==> src/rtl/axi_trk_pkg.sv <==
// Shared types and defaults for the AXI burst beat tracker.
package axi_trk_pkg;

    localparam int unsigned LEN_WIDTH  = 8;
    localparam int unsigned BEAT_WIDTH = 32;

    typedef enum logic {
        TRK_IDLE,
        TRK_BURST
    } trk_state_e;

    typedef logic [BEAT_WIDTH-1:0] beat_num_t;

endpackage

==> src/rtl/axi_beat_tracker_if.sv <==
// Snooped AXI address/data handshake signals observed by the beat tracker.
interface axi_beat_tracker_if
    import axi_trk_pkg::*;
#(
    parameter int unsigned LEN_WIDTH = axi_trk_pkg::LEN_WIDTH
);
    logic                 axi_AWVALID;
    logic                 axi_AWREADY;
    logic [LEN_WIDTH-1:0] axi_AWLEN;
    logic                 axi_WVALID;
    logic                 axi_WREADY;
    logic                 axi_WLAST;
    logic                 axi_ARVALID;
    logic                 axi_ARREADY;
    logic [LEN_WIDTH-1:0] axi_ARLEN;
    logic                 axi_RVALID;
    logic                 axi_RREADY;
    logic                 axi_RLAST;

    modport master (
        output axi_AWVALID, axi_AWREADY, axi_AWLEN, axi_WVALID, axi_WREADY, axi_WLAST,
        output axi_ARVALID, axi_ARREADY, axi_ARLEN, axi_RVALID, axi_RREADY, axi_RLAST
    );

    modport slave (
        input axi_AWVALID, axi_AWREADY, axi_AWLEN, axi_WVALID, axi_WREADY, axi_WLAST,
        input axi_ARVALID, axi_ARREADY, axi_ARLEN, axi_RVALID, axi_RREADY, axi_RLAST
    );
endinterface

==> src/rtl/axi_len_fifo.sv <==
// Burst-length queue; a push while full is dropped unless a pop frees a slot that cycle.
module axi_len_fifo
    import axi_trk_pkg::*;
#(
    parameter int unsigned DEPTH = 4,
    parameter int unsigned WIDTH = LEN_WIDTH
) (
    input  logic             clk,
    input  logic             rst,
    input  logic             push,
    input  logic             pop,
    input  logic [WIDTH-1:0] din,
    output logic [WIDTH-1:0] head,
    output logic             full,
    output logic             empty
);
    localparam int unsigned AW = (DEPTH > 1) ? $clog2(DEPTH) : 1;
    localparam int unsigned CW = AW + 1;

    logic [WIDTH-1:0] mem [DEPTH];
    logic [AW-1:0]    rd_ptr;
    logic [AW-1:0]    wr_ptr;
    logic [CW-1:0]    count;
    logic [CW-1:0]    count_nxt;
    logic             do_push;
    logic             do_pop;

    assign do_pop  = pop && !empty;
    assign do_push = push && (!full || do_pop);
    assign head    = mem[rd_ptr];

    always_comb begin
        count_nxt = count;
        case ({do_push, do_pop})
            2'b10:   count_nxt = count + CW'(1);
            2'b01:   count_nxt = count - CW'(1);
            default: count_nxt = count;
        endcase
    end

    always_ff @(posedge clk or posedge rst) begin
        if (rst) begin
            rd_ptr <= '0;
            wr_ptr <= '0;
            count  <= '0;
            full   <= 1'b0;
            empty  <= 1'b1;
            for (int i = 0; i < DEPTH; i++) mem[i] <= '0;
        end else begin
            if (do_push) begin
                mem[wr_ptr] <= din;
                wr_ptr      <= wr_ptr + AW'(1);
            end
            if (do_pop) rd_ptr <= rd_ptr + AW'(1);
            count <= count_nxt;
            full  <= (count_nxt == CW'(DEPTH));
            empty <= (count_nxt == '0);
        end
    end

endmodule

==> src/rtl/axi_beat_tracker.sv <==
// Passive AXI write/read burst beat tracker feeding the protocol assertion checker.
// Define AXI_BEAT_TRACKER_CHK_EN to build the sticky WLAST/RLAST/queue-overflow checks.
module axi_beat_tracker
    import axi_trk_pkg::*;
#(
    parameter int unsigned LEN_WIDTH = axi_trk_pkg::LEN_WIDTH,
    parameter int unsigned DEPTH     = 4
) (
    input  logic                 axi_ACLK,
    input  logic                 axi_ARESET,
    axi_beat_tracker_if.slave    axi,
    output beat_num_t            wr_beat_num,
    output beat_num_t            next_rd_beat_num,
    output logic [LEN_WIDTH-1:0] latched_awlen,
    output logic [LEN_WIDTH-1:0] latched_arlen,
    output logic                 wr_active,
    output logic                 rd_active,
    output logic                 aw_full,
    output logic                 ar_full,
    output logic                 wlast_err,
    output logic                 rlast_err,
    output logic                 q_ovf_err
);
    // Index 0 is the write direction, index 1 the read direction.
    logic [1:0]                addr_hs;
    logic [1:0]                data_hs;
    logic [1:0]                data_last;
    logic [1:0][LEN_WIDTH-1:0] addr_len;
    logic [1:0][LEN_WIDTH-1:0] cnt_q;
    logic [1:0][LEN_WIDTH-1:0] len_out;
    logic [1:0]                active_q;
    logic [1:0]                full_q;
    logic [1:0]                last_err_q;
    logic [1:0]                ovf_err_q;

    assign addr_hs[0]   = axi.axi_AWVALID && axi.axi_AWREADY;
    assign addr_hs[1]   = axi.axi_ARVALID && axi.axi_ARREADY;
    assign data_hs[0]   = axi.axi_WVALID && axi.axi_WREADY;
    assign data_hs[1]   = axi.axi_RVALID && axi.axi_RREADY;
    assign data_last[0] = axi.axi_WLAST;
    assign data_last[1] = axi.axi_RLAST;
    assign addr_len[0]  = axi.axi_AWLEN;
    assign addr_len[1]  = axi.axi_ARLEN;

    for (genvar d = 0; d < 2; d++) begin : g_dir
        trk_state_e           state;
        logic [LEN_WIDTH-1:0] head;
        logic [LEN_WIDTH-1:0] cur_len;
        logic [LEN_WIDTH-1:0] len_hold;
        logic [LEN_WIDTH-1:0] cnt;
        logic                 full;
        logic                 empty;
        logic                 avail;
        logic                 beat;
        logic                 last;
        logic                 push;
        logic                 pop;

        axi_len_fifo #(
            .DEPTH (DEPTH),
            .WIDTH (LEN_WIDTH)
        ) u_fifo (
            .clk   (axi_ACLK),
            .rst   (axi_ARESET),
            .push  (push),
            .pop   (pop),
            .din   (addr_len[d]),
            .head  (head),
            .full  (full),
            .empty (empty)
        );

        // An empty queue with a same-cycle address handshake forwards the new length.
        assign avail   = !empty || addr_hs[d];
        assign cur_len = empty ? addr_len[d] : head;
        assign beat    = data_hs[d] && avail;
        assign last    = beat && (cnt == cur_len);
        assign pop     = last && !empty;
        assign push    = addr_hs[d] && !(empty && last);

        always_ff @(posedge axi_ACLK or posedge axi_ARESET) begin
            if (axi_ARESET) begin
                state    <= TRK_IDLE;
                cnt      <= '0;
                len_hold <= '0;
            end else begin
                if (avail) len_hold <= cur_len;
                if (last) begin
                    cnt   <= '0;
                    state <= TRK_IDLE;
                end else if (beat) begin
                    if (cnt != '1) cnt <= cnt + LEN_WIDTH'(1);
                    state <= TRK_BURST;
                end
            end
        end

        assign cnt_q[d]    = cnt;
        assign len_out[d]  = avail ? cur_len : len_hold;
        assign active_q[d] = (state == TRK_BURST);
        assign full_q[d]   = full;

`ifdef AXI_BEAT_TRACKER_CHK_EN
        logic last_err;
        logic ovf_err;

        always_ff @(posedge axi_ACLK or posedge axi_ARESET) begin
            if (axi_ARESET) begin
                last_err <= 1'b0;
                ovf_err  <= 1'b0;
            end else begin
                if (beat && (data_last[d] != (cnt == cur_len))) last_err <= 1'b1;
                if (push && full && !pop) ovf_err <= 1'b1;
            end
        end

        assign last_err_q[d] = last_err;
        assign ovf_err_q[d]  = ovf_err;
`else
        assign last_err_q[d] = 1'b0;
        assign ovf_err_q[d]  = 1'b0;
`endif
    end

`ifndef AXI_BEAT_TRACKER_CHK_EN
    logic unused_last;
    assign unused_last = ^data_last;
`endif

    assign wr_beat_num      = beat_num_t'(cnt_q[0]);
    assign next_rd_beat_num = beat_num_t'(cnt_q[1]);
    assign latched_awlen    = len_out[0];
    assign latched_arlen    = len_out[1];
    assign wr_active        = active_q[0];
    assign rd_active        = active_q[1];
    assign aw_full          = full_q[0];
    assign ar_full          = full_q[1];
    assign wlast_err        = last_err_q[0];
    assign rlast_err        = last_err_q[1];
    assign q_ovf_err        = |ovf_err_q;

endmodule

==> src/flat_wrapper.sv <==
// flat-port wrapper written by rule: the top's interface ports become plain ports
module axi_beat_tracker_flat import axi_trk_pkg::*;
#(
    parameter int unsigned LEN_WIDTH = axi_trk_pkg::LEN_WIDTH,
    parameter int unsigned DEPTH     = 4
)
  (axi_ACLK, axi_ARESET, wr_beat_num, next_rd_beat_num, latched_awlen, latched_arlen, wr_active, rd_active, aw_full, ar_full, wlast_err, rlast_err, q_ovf_err, axi_axi_AWVALID, axi_axi_AWREADY, axi_axi_AWLEN, axi_axi_WVALID, axi_axi_WREADY, axi_axi_WLAST, axi_axi_ARVALID, axi_axi_ARREADY, axi_axi_ARLEN, axi_axi_RVALID, axi_axi_RREADY, axi_axi_RLAST);
  axi_beat_tracker_if #(.LEN_WIDTH(LEN_WIDTH)) axi_i ();
  input  logic axi_ACLK;
  input  logic axi_ARESET;
  output beat_num_t wr_beat_num;
  output beat_num_t next_rd_beat_num;
  output logic [LEN_WIDTH-1:0] latched_awlen;
  output logic [LEN_WIDTH-1:0] latched_arlen;
  output logic wr_active;
  output logic rd_active;
  output logic aw_full;
  output logic ar_full;
  output logic wlast_err;
  output logic rlast_err;
  output logic q_ovf_err;
  input wire logic [$bits(axi_i.axi_AWVALID)-1:0] axi_axi_AWVALID;
  input wire logic [$bits(axi_i.axi_AWREADY)-1:0] axi_axi_AWREADY;
  input wire logic [$bits(axi_i.axi_AWLEN)-1:0] axi_axi_AWLEN;
  input wire logic [$bits(axi_i.axi_WVALID)-1:0] axi_axi_WVALID;
  input wire logic [$bits(axi_i.axi_WREADY)-1:0] axi_axi_WREADY;
  input wire logic [$bits(axi_i.axi_WLAST)-1:0] axi_axi_WLAST;
  input wire logic [$bits(axi_i.axi_ARVALID)-1:0] axi_axi_ARVALID;
  input wire logic [$bits(axi_i.axi_ARREADY)-1:0] axi_axi_ARREADY;
  input wire logic [$bits(axi_i.axi_ARLEN)-1:0] axi_axi_ARLEN;
  input wire logic [$bits(axi_i.axi_RVALID)-1:0] axi_axi_RVALID;
  input wire logic [$bits(axi_i.axi_RREADY)-1:0] axi_axi_RREADY;
  input wire logic [$bits(axi_i.axi_RLAST)-1:0] axi_axi_RLAST;
  assign axi_i.axi_AWVALID = axi_axi_AWVALID;
  assign axi_i.axi_AWREADY = axi_axi_AWREADY;
  assign axi_i.axi_AWLEN = axi_axi_AWLEN;
  assign axi_i.axi_WVALID = axi_axi_WVALID;
  assign axi_i.axi_WREADY = axi_axi_WREADY;
  assign axi_i.axi_WLAST = axi_axi_WLAST;
  assign axi_i.axi_ARVALID = axi_axi_ARVALID;
  assign axi_i.axi_ARREADY = axi_axi_ARREADY;
  assign axi_i.axi_ARLEN = axi_axi_ARLEN;
  assign axi_i.axi_RVALID = axi_axi_RVALID;
  assign axi_i.axi_RREADY = axi_axi_RREADY;
  assign axi_i.axi_RLAST = axi_axi_RLAST;
  axi_beat_tracker #(.LEN_WIDTH(LEN_WIDTH), .DEPTH(DEPTH)) u_core (.axi_ACLK(axi_ACLK), .axi_ARESET(axi_ARESET), .axi(axi_i), .wr_beat_num(wr_beat_num), .next_rd_beat_num(next_rd_beat_num), .latched_awlen(latched_awlen), .latched_arlen(latched_arlen), .wr_active(wr_active), .rd_active(rd_active), .aw_full(aw_full), .ar_full(ar_full), .wlast_err(wlast_err), .rlast_err(rlast_err), .q_ovf_err(q_ovf_err));
endmodule
==> config.mk <==
export PLATFORM = sky130hd
export DESIGN_NAME = axi_beat_tracker_flat
export DESIGN_NICKNAME = d
export VERILOG_FILES = /design/src/rtl/axi_trk_pkg.sv /design/src/rtl/axi_beat_tracker_if.sv /design/src/rtl/axi_len_fifo.sv /design/src/rtl/axi_beat_tracker.sv /design/src/flat_wrapper.sv
export SDC_FILE = /design/constraint.sdc
export NUM_CORES = 1
export LEC_CHECK = 0
export ABC_AREA = 1
export CORE_MARGIN = 2
export CORE_UTILIZATION = 58
export DETAILED_ROUTE_END_ITERATION = 6
export GPL_TIMING_DRIVEN = 0
export PLACE_DENSITY_LB_ADDON = 0.05
export REMOVE_ABC_BUFFERS = 1
export SLEW_MARGIN = 20
export SYNTH_ARGS = -nofsm -noshare
export SYNTH_HDL_FRONTEND = slang
export SYNTH_HIERARCHICAL = 1
export SYNTH_SLANG_ARGS = --single-unit
==> constraint.sdc <==
create_clock -name axi_ACLK -period 5.85 [get_ports axi_ACLK]
set_input_delay 1.17 -clock axi_ACLK [delete_from_list [all_inputs] [get_ports axi_ACLK]]
set_output_delay 1.17 -clock axi_ACLK [all_outputs]
set_load 0.01 [all_outputs]
==> flow_metrics.py, run 1 <==
metrics = {
    "floorplanning": {
        "coreArea_um2": 11400,
        "initial_core_util_pct": 59.6,
        "fp-row-count": 39,
        "ioPinCount": 115,
        "die_area_um2": 12600,
        "chipHeight_um": 112,
        "fp.dieW_um": 112,
    },
    "final_layout": {
        "fin_cells": 1099,
        "final_util_pct": 68.9,
        "area_growth_pct": 15.7,
        "antenna-diode-count": 0,
        "finalInstanceArea_um2": 7870,
        "drive_above_1_share_pct": 9.10,
        "fillers": 964,
        "nets": 986,
    },
    "clock_tree": {
        "ctsHoldBuffers": 0,
        "clockBufferDepth": 2,
        "cts_tree": "done",
        "root_buffer": "clkbuf_16",
        "cts_buffers": 17,
        "cts_max_level": 4,
        "cts-resized-gates": 0,
        "cts.sinks": 116,
        "clkTransAtPathRegs_ps": 50,
        "cts_setup_buffers": 0,
        "clk_latency_ps": 420,
    },
    "global_route": {
        "grt_max_degree": 35,
        "grt_overflow_total": 0,
        "antenna_found_initial": 0,
        "grt_pass1_wl_um": 26600,
        "grt_pass1_vias": 5451,
        "grt_usage_pct": 26.7,
    },
    "worst_setup_path": {
        "critPathCaptureType": "flop",
        "start_kind": "input pin",
        "required_ps": 6170,
        "r2r-end": "u_core/g_dir[1].u_fifo/empty$_DFF_PP1_",
        "path_class": "input pin to flop",
        "reg2reg_depth": 18,
        "worstPathArrival_ps": 4620,
        "r2r-start": "u_core/g_dir[1].u_fifo/rd_ptr[0]$_DFFE_PP0P_",
        "reg2reg_slack_ps": 1930,
        "crit_path_max_fanout": 11,
    },
    "logic_synthesis": {
        "yosys.area_share.adder_pct": 2.80,
        "synth_area_per_cell_um2": 7.69,
        "yosys-top-cells-area": "dfrtp_1, nand2_1, buf_4, inv_1, nor2_1",
        "syn_inst": 885,
        "synth_top_family_by_area": "simple AND/OR/NAND/NOR gates",
        "ys_seq_area_share_pct": 42.7,
        "synthMuxAreaShare_pct": 0,
        "ys.flop_type": "dfrtp_1",
        "synth-compound-area-share_pct": 6.77,
        "yosysWarnings": 6,
        "yosys-top-cells-count": "nand2_1, dfrtp_1, inv_1",
        "yosys.area_share.xor_xnor_pct": 1.93,
        "yosys.area_share.simple_pct": 33.2,
        "synth_top_area_share_pct": 41.9,
        "synth.most_common_cell": "nand2_1",
        "yosys.area.top_type": "dfrtp_1",
        "ys_ff_latch": 116,
        "synth_area_um2": 6800,
        "async_flop_share_pct": 100,
        "synth-edff-count": 0,
        "synth.distinct_cells": 36,
    },
    "pwr": {
        "sw_frac_of_total_pct": 40.9,
        "seqPwrFrac_pct": 32.2,
        "combPwrFrac_pct": 45.5,
        "power_density_nw_per_um2": 566,
        "ir_drop_mv": 0.411,
        "p_int_w": 0.00263,
        "p_sw_w": 0.00182,
        "pwr-share-clk_pct": 22.4,
        "p_leak_nw": 4.12,
    },
    "hold_path": {
        "hp-class": "flop to flop",
        "hold_path_depth": 2,
        "hold_path.startpoint": "u_core/g_dir[0].u_fifo/mem[20]$_DFFE_PP0P_",
        "hold-path-endpoint": "u_core/g_dir[0].u_fifo/mem[20]$_DFFE_PP0P_",
    },
    "status": {
        "status": "finished clean",
    },
    "drt": {
        "route.detailed.drc": 0,
        "avgViaCountPerCell": 5.29,
        "drt-total-wl_um": 15900,
        "dr.pass1.iters": 6,
        "first_iter_violations": 469,
        "wl_per_cell_um": 14.5,
        "via_count": 5810,
        "ant_nets": 0,
    },
    "sta": {
        "relSlewSlack_pct": 50.3,
        "skew_ps": 6.65,
        "finalSetupTns_ps": 0,
        "period_needed_ps": 4300,
        "rsz0062_at_grt": "no",
        "max_freq_mhz": 232,
        "hold_violations": 0,
        "slew_violations": 0,
        "fin_crit_sh_pct": 73.5,
        "setup_violations": 0,
        "worst_pin_slew_ps": 743,
    },
    "job": {
        "maxCapViolations": 0,
    },
    "place": {
        "place_area_um2": 7300,
        "place_congestion": 0.902,
        "numPortBuffers": 61,
        "hpwlAfterDp_um": 11400,
        "dp_cells": 1068,
    },
}
## cells by family (layout without fill, tap and decap cells)
kind of cell | count (synthesis) | after routing
and+or+nand+nor | 505 | 505
buffers and inverters | 156 | 177
DFF | 116 | 116
AOI/OAI and AO/OA | 78 | 78
xor gates and xnor gates | 15 | 15
adders and majority gates | 14 | 14
other | 1 | 51
## power by group through the flow
stage	clock (W)	sequential (W)	combinational (W)
6_report	0.000995	0.00143	0.00202
5_1_grt	0.00105	0.00148	0.00227
4_1_cts	0.00101	0.00143	0.00202
3_5_place_dp	0	0.00143	0.00201
3_3_place_gp	0	0.00142	0.00195
2_1_floorplan	0	0.00137	0.00134
## layout make-up
| class | count | area (um^2) | area share [%] |
|---|---|---|---|
| Inverter | 83 | 327 | 4.15 |
| Clock buffer | 22 | 464 | 5.90 |
| Timing Repair Buffer | 63 | 658 | 8.36 |
| Clock inverter | 9 | 105 | 1.34 |
| Sequential cell | 116 | 2910 | 36.9 |
| Tap cell | 143 | 179 | 2.27 |
| Multi-Input combinational cell | 663 | 3230 | 41.1 |
## worst max-delay path by stage
stage                    startpoint                                endpoint  cells past startpoint
finish              axi_axi_ARVALID  u_core/g_dir[1].u_fifo/empty$_DFF_PP1_                     16
global route        axi_axi_ARREADY  u_core/g_dir[1].u_fifo/empty$_DFF_PP1_                     16
CTS                 axi_axi_AWVALID                        latched_awlen[4]                      6
detailed placement  axi_axi_ARREADY  u_core/g_dir[1].u_fifo/empty$_DFF_PP1_                     16
global placement    axi_axi_ARREADY  u_core/g_dir[1].u_fifo/empty$_DFF_PP1_                     16
floorplan           axi_axi_ARVALID   u_core/g_dir[1].u_fifo/full$_DFF_PP0_                     16
## cell usage in the layout (no fill, tap or decap), types with 9 or more instances in the layout
cell type        synthesis  layout
ha_1                    12      12
inv_1                   74      71
xor2_1                  15      15
nand4_1                 23      23
conb_1                   1      51
o21ai_0                 37      37
clkbuf_16                0      17
dfrtp_1                114     114
inv_2                    6       9
nor2_1                  72      72
nand3_1                 30      30
o22ai_1                 16      16
a31oi_1                 15      15
nand2_4                 13      13
nor2_4                  10      10
nand2_1                329     329
nand2_2                 13      13
clkdlybuf4s50_1          0      61
## worst max-delay path, stage by stage
cell	delay, ps
clkdlybuf4s50_1	510
a21oi_2	90
nor2_1	580
nand2_1	110
nor2_1	110
nand3b_1	110
nor2_1	190
a21oi_1	240
nand2_8	220
ha_1	190
inv_1	70
fa_1	500
nand2_1	50
o21ai_0	100
nand3_1	150
nor2_1	220
## registers in the layout, indices dropped and copies added, names as in the netlist
name                        cells
u_core/g_dir.cnt               16
u_core/g_dir.len_hold          16
u_core/g_dir.u_fifo/count       6
u_core/g_dir.u_fifo/empty       2
u_core/g_dir.u_fifo/full        2
u_core/g_dir.u_fifo/mem        64
u_core/g_dir.u_fifo/rd_ptr      4
u_core/g_dir.u_fifo/wr_ptr      4
u_core/rd_active                1
u_core/wr_active                1
## per-stage QoR
step                      total power (W)  worst slack, ps  hold WS [ps]
after global routing              0.00479             1270           493
after global placement            0.00337             1340           450
after detailed placement          0.00344             1250           453
final                             0.00445             1550           466
after floorplan                   0.00271             2380           437
after CTS                         0.00446             1610           467
## per-layer routing
layer / up-vias / global-route usage [%] / share of wire, %
met3: 19 / 8.59 / 8.1
met4: 0 / 7.64 / 1.2
met2: 195 / 41.6 / 47
met5: - / 0 / 0
li1: 2811 / - / -
met1: 2785 / 36.3 / 44
Power figures use the tool's default switching activity.
==> run 2: changes to the inputs <==
--- a/config.mk
+++ b/config.mk
@@ -7,7 +7,7 @@
 export LEC_CHECK = 0
 export ABC_AREA = 1
 export CORE_MARGIN = 2
-export CORE_UTILIZATION = 58
+export CORE_UTILIZATION = 49
 export DETAILED_ROUTE_END_ITERATION = 6
 export GPL_TIMING_DRIVEN = 0
 export PLACE_DENSITY_LB_ADDON = 0.05
==> constraint.sdc (replaced) <==
create_clock -name axi_ACLK -period 3.9 [get_ports axi_ACLK]
set_input_delay 0.78 -clock axi_ACLK [delete_from_list [all_inputs] [get_ports axi_ACLK]]
set_output_delay 0.78 -clock axi_ACLK [all_outputs]
set_load 0.01 [all_outputs]
==> run 2 against run 1 <==
Compared with the run above:
- die area is 18% higher
- critical path depth is 11 lower
- non-clock buffer count is 4 higher
- sequential share of layout area is 0.76 points lower
- register-to-register slack worse by 1600 ps
- design area is 2.2% higher
- sequential power is 50% higher
- final cell count is 3.8% higher
- power is 55% higher
- global-route usage is 2.7 points lower
- combinational power is 53% higher
- clock skew is 1.8 ps higher
- largest power group unchanged
- highest routed layer unchanged
==> flow_metrics.py, run 2 (synthesis gave the netlist of run 1 again) <==
metrics = {
    "worst_setup_path": {
        "critPathCaptureType": "output pin",
        "reg2reg_depth": 17,
        "path_class": "flop to output pin",
        "crit_path_max_fanout": 14,
        "setup.worst_path.start": "u_core/g_dir[0].u_fifo/empty$_DFF_PP1_",
        "reg2reg_slack_ps": 310,
        "start_kind": "flop",
        "required_ps": 3120,
        "endpoint": "latched_awlen[7]",
        "worstPathArrival_ps": 2920,
        "r2r-start": "u_core/g_dir[1].u_fifo/rd_ptr[1]$_DFFE_PP0P_",
        "r2r-end": "u_core/g_dir[1].u_fifo/empty$_DFF_PP1_",
    },
    "final_layout": {
        "antenna-diode-count": 0,
        "multi_input_area_um2": 3250,
        "largest_register_ffs": 64,
        "fin_cells": 1141,
        "layout_common_cells": "nand2_1, dfrtp_1, inv_1",
        "area_growth_pct": 18.2,
        "regMostFlops": "u_core/g_dir.u_fifo/mem",
        "top_regs": "u_core/g_dir.u_fifo/mem x64, u_core/g_dir.cnt x16, u_core/g_dir.len_hold x16",
        "fillers": 1279,
        "final_common_cell": "nand2_1",
        "seqCellArea_um2": 2910,
        "finalInstanceArea_um2": 8040,
        "nets": 990,
        "drive_above_1_share_pct": 10.3,
    },
    "sta": {
        "slew_violations": 0,
        "setup_violations": 0,
        "relSlewSlack_pct": 61.1,
        "max_freq_mhz": 270,
        "hold_violations": 0,
        "worst_pin_slew_ps": 583,
        "fin_ws_ps": 197,
        "skew_ps": 8.46,
        "fin_crit_sh_pct": 95.0,
        "period_needed_ps": 3700,
    },
    "global_route": {
        "grt_pass1_wl_um": 27300,
        "grt_use_met3_pct": 5.29,
        "antenna_found_initial": 0,
        "gr-usage-met2_pct": 37.3,
        "met1_usage_pct": 33.7,
        "grt_pass1_vias": 5317,
        "grt_busiest_layer": "met2",
        "grt_max_degree": 33,
        "grt_usage_pct": 24.1,
        "grt_overflow_total": 0,
    },
    "place": {
        "place_congestion": 0.885,
        "place_area_um2": 7370,
        "numPortBuffers": 61,
        "place_ws_ps": -253,
        "hpwlAfterDp_um": 12100,
        "dp_cells": 1106,
    },
    "status": {
        "status": "finished clean",
    },
    "drt": {
        "wl_per_cell_um": 14.8,
        "via_count": 5824,
        "avgViaCountPerCell": 5.10,
        "first_iter_violations": 452,
        "drt-total-wl_um": 16900,
        "route.detailed.drc": 0,
        "ant_nets": 0,
        "dr.pass1.iters": 4,
    },
    "clock_tree": {
        "clkTransAtPathRegs_ps": 60,
        "clockBufferDepth": 2,
        "ctsHoldBuffers": 0,
        "root_buffer": "clkbuf_16",
        "cts_buffers": 17,
        "clk_latency_ps": 420,
        "cts_tree": "done",
        "cts.sinks": 116,
        "cts_max_level": 4,
    },
    "floorplanning": {
        "die_area_um2": 14800,
        "initial_core_util_pct": 49.6,
        "ioPinCount": 115,
        "fp-row-count": 43,
        "coreArea_um2": 13700,
        "chipHeight_um": 122,
        "fp.dieW_um": 122,
    },
    "pwr": {
        "ir_drop_mv": 0.412,
        "power_w": 0.00691,
        "p_leak_nw": 4.17,
        "power_density_nw_per_um2": 859,
    },
    "hold_path": {
        "hp-class": "flop to flop",
        "hold_path_depth": 2,
    },
    "job": {
        "maxCapViolations": 0,
    },
}
## run 2: changes by cell type in the layout (fill, tap and decap cells not counted), moves of 2 or more
cell       previous run  this run
dfrtp_2               0         2
bufinv_16             2         4
nor2_2                3         5
inv_6                 0         2
buf_4                 0         3
nor2_1               72        70
dfrtp_1             114       112
## run 2: repair_timing
action | 4_1_cts | 5_1_grt
resized for setup | 1 | 7
setup endpoints to repair | 2 | 7
hold endpoints to repair | 0 | 0
buffers inserted | 0 | 3
## run 2: how the worst min path moves through the flow
stage / startpoint / endpoint / slack, ps
2_1_floorplan: u_core/g_dir[0].u_fifo/mem[15]$_DFFE_PP0P_ / u_core/g_dir[0].u_fifo/mem[15]$_DFFE_PP0P_ / 440
5_1_grt: u_core/g_dir[1].u_fifo/mem[21]$_DFFE_PP0P_ / u_core/g_dir[1].u_fifo/mem[21]$_DFFE_PP0P_ / 480
3_3_place_gp: u_core/g_dir[1].u_fifo/mem[18]$_DFFE_PP0P_ / u_core/g_dir[1].u_fifo/mem[18]$_DFFE_PP0P_ / 450
3_5_place_dp: u_core/g_dir[1].u_fifo/mem[10]$_DFFE_PP0P_ / u_core/g_dir[1].u_fifo/mem[10]$_DFFE_PP0P_ / 450
4_1_cts: u_core/g_dir[1].u_fifo/mem[10]$_DFFE_PP0P_ / u_core/g_dir[1].u_fifo/mem[10]$_DFFE_PP0P_ / 470
6_report: u_core/g_dir[1].u_fifo/mem[21]$_DFFE_PP0P_ / u_core/g_dir[1].u_fifo/mem[21]$_DFFE_PP0P_ / 470
## run 2: final cells by class
cell class / count / share of cell area [%]
tap: 180 / 2.80
clock buffer: 20 / 5.56
clock inverter: 12 / 2.21
timing repair buffer: 67 / 8.81
multi-input combinational: 663 / 40.4
inverter: 83 / 4.09
sequential: 116 / 36.2
## run 2: worst max-delay path, cell delays in order (launching register included)
cell and delay (ps):
dfstp_2 750, inv_2 230, a21oi_1 330, inv_1 280
a31oi_1 310, clkdlybuf4s50_1 600
## run 2: metal layers
layer  share of wire, %  wire length [um]  vias to the layer above
li1                   -                 -                     2824
met1                 45              7660                     2791
met2                 47              8010                      189
met3                6.1              1030                       20
met4                1.2               195                        0
met5                  0                 0                        -
## run 2: report_power, final
group          internal (W)  leakage, nW  switching (W)
Clock               0.00109        0.293       0.000565
Combinational       0.00126         2.43        0.00184
Sequential          0.00174         1.45       0.000413
Total               0.00409         4.17        0.00282
## run 2: metrics by stage
step	TNS [ps]	hold slack, ps	utilization, %
floorplan	0	437	-
global placement	-588	449	53.2
detailed placement	-712	454	53.7
CTS	0	467	58.3
global route	-3.42	476	58.6
finish	0	466	58.6
==> variant, RTL diff (flow settings as in run 2) <==
The option `AXI_BEAT_TRACKER_CHK_EN` is turned on by a define.
--- a/src/rtl/axi_beat_tracker.sv
+++ b/src/rtl/axi_beat_tracker.sv
@@ -2,2 +2,4 @@
 // Define AXI_BEAT_TRACKER_CHK_EN to build the sticky WLAST/RLAST/queue-overflow checks.
+`define AXI_BEAT_TRACKER_CHK_EN
+
 module axi_beat_tracker
Check against the original RTL: not equivalent (a bounded check fails within 4 cycles, from zero or initial values and one cycle with axi_ARESET high).
==> variant against run 2 <==
- setup slack better by 0.095 ns
- sequential cell count is 4 higher
- routed wire length is 5.2% lower
- sequential share of layout area is 1.1 points higher
- critical path depth is 3 higher
- worst hold slack worse by 0.019 ns
- power is 5.4% lower
- register-to-register slack hardly changed
- cell area is 0.58% higher
- area after synthesis is 0.33% higher
- critical endpoint is now latched_awlen[1]
- highest routed layer unchanged
==> variant: results (changes against run 2) <==
[power]
comb_power_share = 0.424  ; was 0.449
seq_power_share = 0.339  ; was 0.312
power.switching_mw = 2.58  ; was 2.82 mW
leakagePower_nw = 4.25  ; was 4.17 nW
vdd_drop_max_mv = 0.455  ; was 0.412 mV

[worst_setup_path]
cpMaxStageDelayCell = clkdlybuf4s50_1  ; was dfstp_2
cpPeakStageDelay_ns = 0.60  ; was 0.75 ns
regToRegEndpoint = u_core/g_dir[1].u_fifo/full$_DFF_PP0_  ; was u_core/g_dir[1].u_fifo/empty$_DFF_PP1_
ff2ff_path_depth = 20  ; was 17
cp_max_fo = 16  ; was 14
r2r_slack_ns = 0.31  ; about the same
arrival_ns = 2.83  ; was 2.92 ns
worstReg2RegStart = u_core/g_dir[1].u_fifo/rd_ptr[0]$_DFFE_PP0P_  ; was u_core/g_dir[1].u_fifo/rd_ptr[1]$_DFFE_PP0P_
startpoint = axi_axi_AWREADY  ; was u_core/g_dir[0].u_fifo/empty$_DFF_PP1_

[yosys]
synth_fa_ha_area_frac = 0.0279  ; was 0.0280
synth_xor_area_frac = 0.0193  ; about the same
synthArstFlopShare = 1.00  ; unchanged
synth_area_leaders = dfrtp_1 43%, nand2_1 18%, buf_4 5.5%  ; was dfrtp_1 42%, nand2_1 18%, buf_4 6.0%
synth.avg_cell_area_um2 = 7.83  ; was 7.69 um2
yosysSeqAreaShare = 0.440  ; was 0.427
synth_compound_area_frac = 0.0609  ; was 0.0677
ys_top_cells_by_count = 323 x nand2_1, 118 x dfrtp_1, 75 x inv_1, 65 x nor2_1, 54 x nand3_1  ; was 329 x nand2_1, 114 x dfrtp_1, 74 x inv_1, 72 x nor2_1, 54 x buf_4
yosysWarningCount = 6  ; unchanged

[global_route]
grt_usage = 0.231  ; was 0.241
grt_pass1_wl_um = 26400  ; was 27,300 um
grt_pass1_vias = 5485  ; was 5,317
grt_max_degree = 33  ; unchanged

[cells_and_area]
insertedDiodeCount = 0  ; unchanged
num-nets-final = 988  ; was 990
layout-drive-gt1-share = 0.103  ; about the same

[place]
gp_congestion = 0.816  ; was 0.885
placed_cells = 1104  ; was 1,106
dp_hpwl_um = 11600  ; was 12,100 um
pre_cts_slack_ns = -0.298  ; was -0.253 ns
placed_area_mm2 = 0.00747  ; was 0.00737 mm2
portBuffers = 66  ; was 61

[hold_path]
hp-class = reg2reg  ; unchanged
holdPathEnd = u_core/g_dir[0].ovf_err$_DFFE_PP0P_  ; was u_core/g_dir[1].u_fifo/mem[21]$_DFFE_PP0P_
holdCritStartpoint = u_core/g_dir[0].ovf_err$_DFFE_PP0P_  ; was u_core/g_dir[1].u_fifo/mem[21]$_DFFE_PP0P_

[run_status]
status = completed  ; unchanged

[routing]
firstDrtPassIters = 7  ; was 4
via_per_inst = 5.00  ; was 5.10
wl_per_cell_um = 14.1  ; was 14.8 um
drt_wl_total_um = 16000  ; was 16,900 um
drt_iter0_drc = 430  ; was 452

[clock_tree]
htreeDepth = 4  ; unchanged
cts-root-buf = clkbuf_16  ; unchanged

[timing]
fin_skew_ns = 0.00796  ; was 0.00846 ns

## variant: cell types whose count changed after synthesis, moves of 6 or more
cell and change:
nor2_1 -7, nand4_1 -19, nand3_1 +24, buf_2 -6, nand2_1 -6
## variant: stage by stage
step	hold slack, ns	total power, mW	setup TNS [ns]	utilization
after global routing	0.485	7.08	0	0.589
after global placement	0.436	4.88	-0.598	0.540
after CTS	0.454	6.57	0	0.587
after floorplan	0.422	3.98	0	-
after detailed placement	0.441	4.99	-0.798	0.545
final	0.447	6.53	0	0.589
## variant: worst max-delay path by stage
stage	to	slack, ns	cells past startpoint
2_1_floorplan	u_core/g_dir[1].u_fifo/full$_DFF_PP0_	0.75	21
3_3_place_gp	u_core/g_dir[1].u_fifo/full$_DFF_PP0_	-0.24	18
3_5_place_dp	u_core/g_dir[1].u_fifo/full$_DFF_PP0_	-0.30	18
4_1_cts	u_core/g_dir[1].u_fifo/full$_DFF_PP0_	0.10	20
5_1_grt	u_core/g_dir[0].u_fifo/empty$_DFF_PP1_	0.01	20
6_report	latched_awlen[1]	0.29	8
## variant: layout make-up
cell class / instances / area, um2
Clock buffer: 21 / 450
Clock inverter: 10 / 128
Fill cell: 1240 / 5630
Inverter: 83 / 337
Multi-Input combinational cell: 652 / 3190
Sequential cell: 120 / 3010
Tap cell: 180 / 225
Timing Repair Buffer: 72 / 743
## variant: per-layer routing
layer	wire [um]	part of all wire	GRT usage	vias up
li1	-	-	-	2797
met1	6370	0.40	0.270	2675
met2	8440	0.53	0.416	192
met3	874	0.055	0.0463	21
met4	324	0.020	0.0884	0
met5	0	0	0	-
## variant: what timing repair did
item,4_1_cts,5_1_grt
hold endpoints to repair,0,0
setup buffers,0,3
pin swaps,0,1
resized for setup,2,9
setup endpoints to repair,2,8
cloned,0,0
hold buffers,0,0
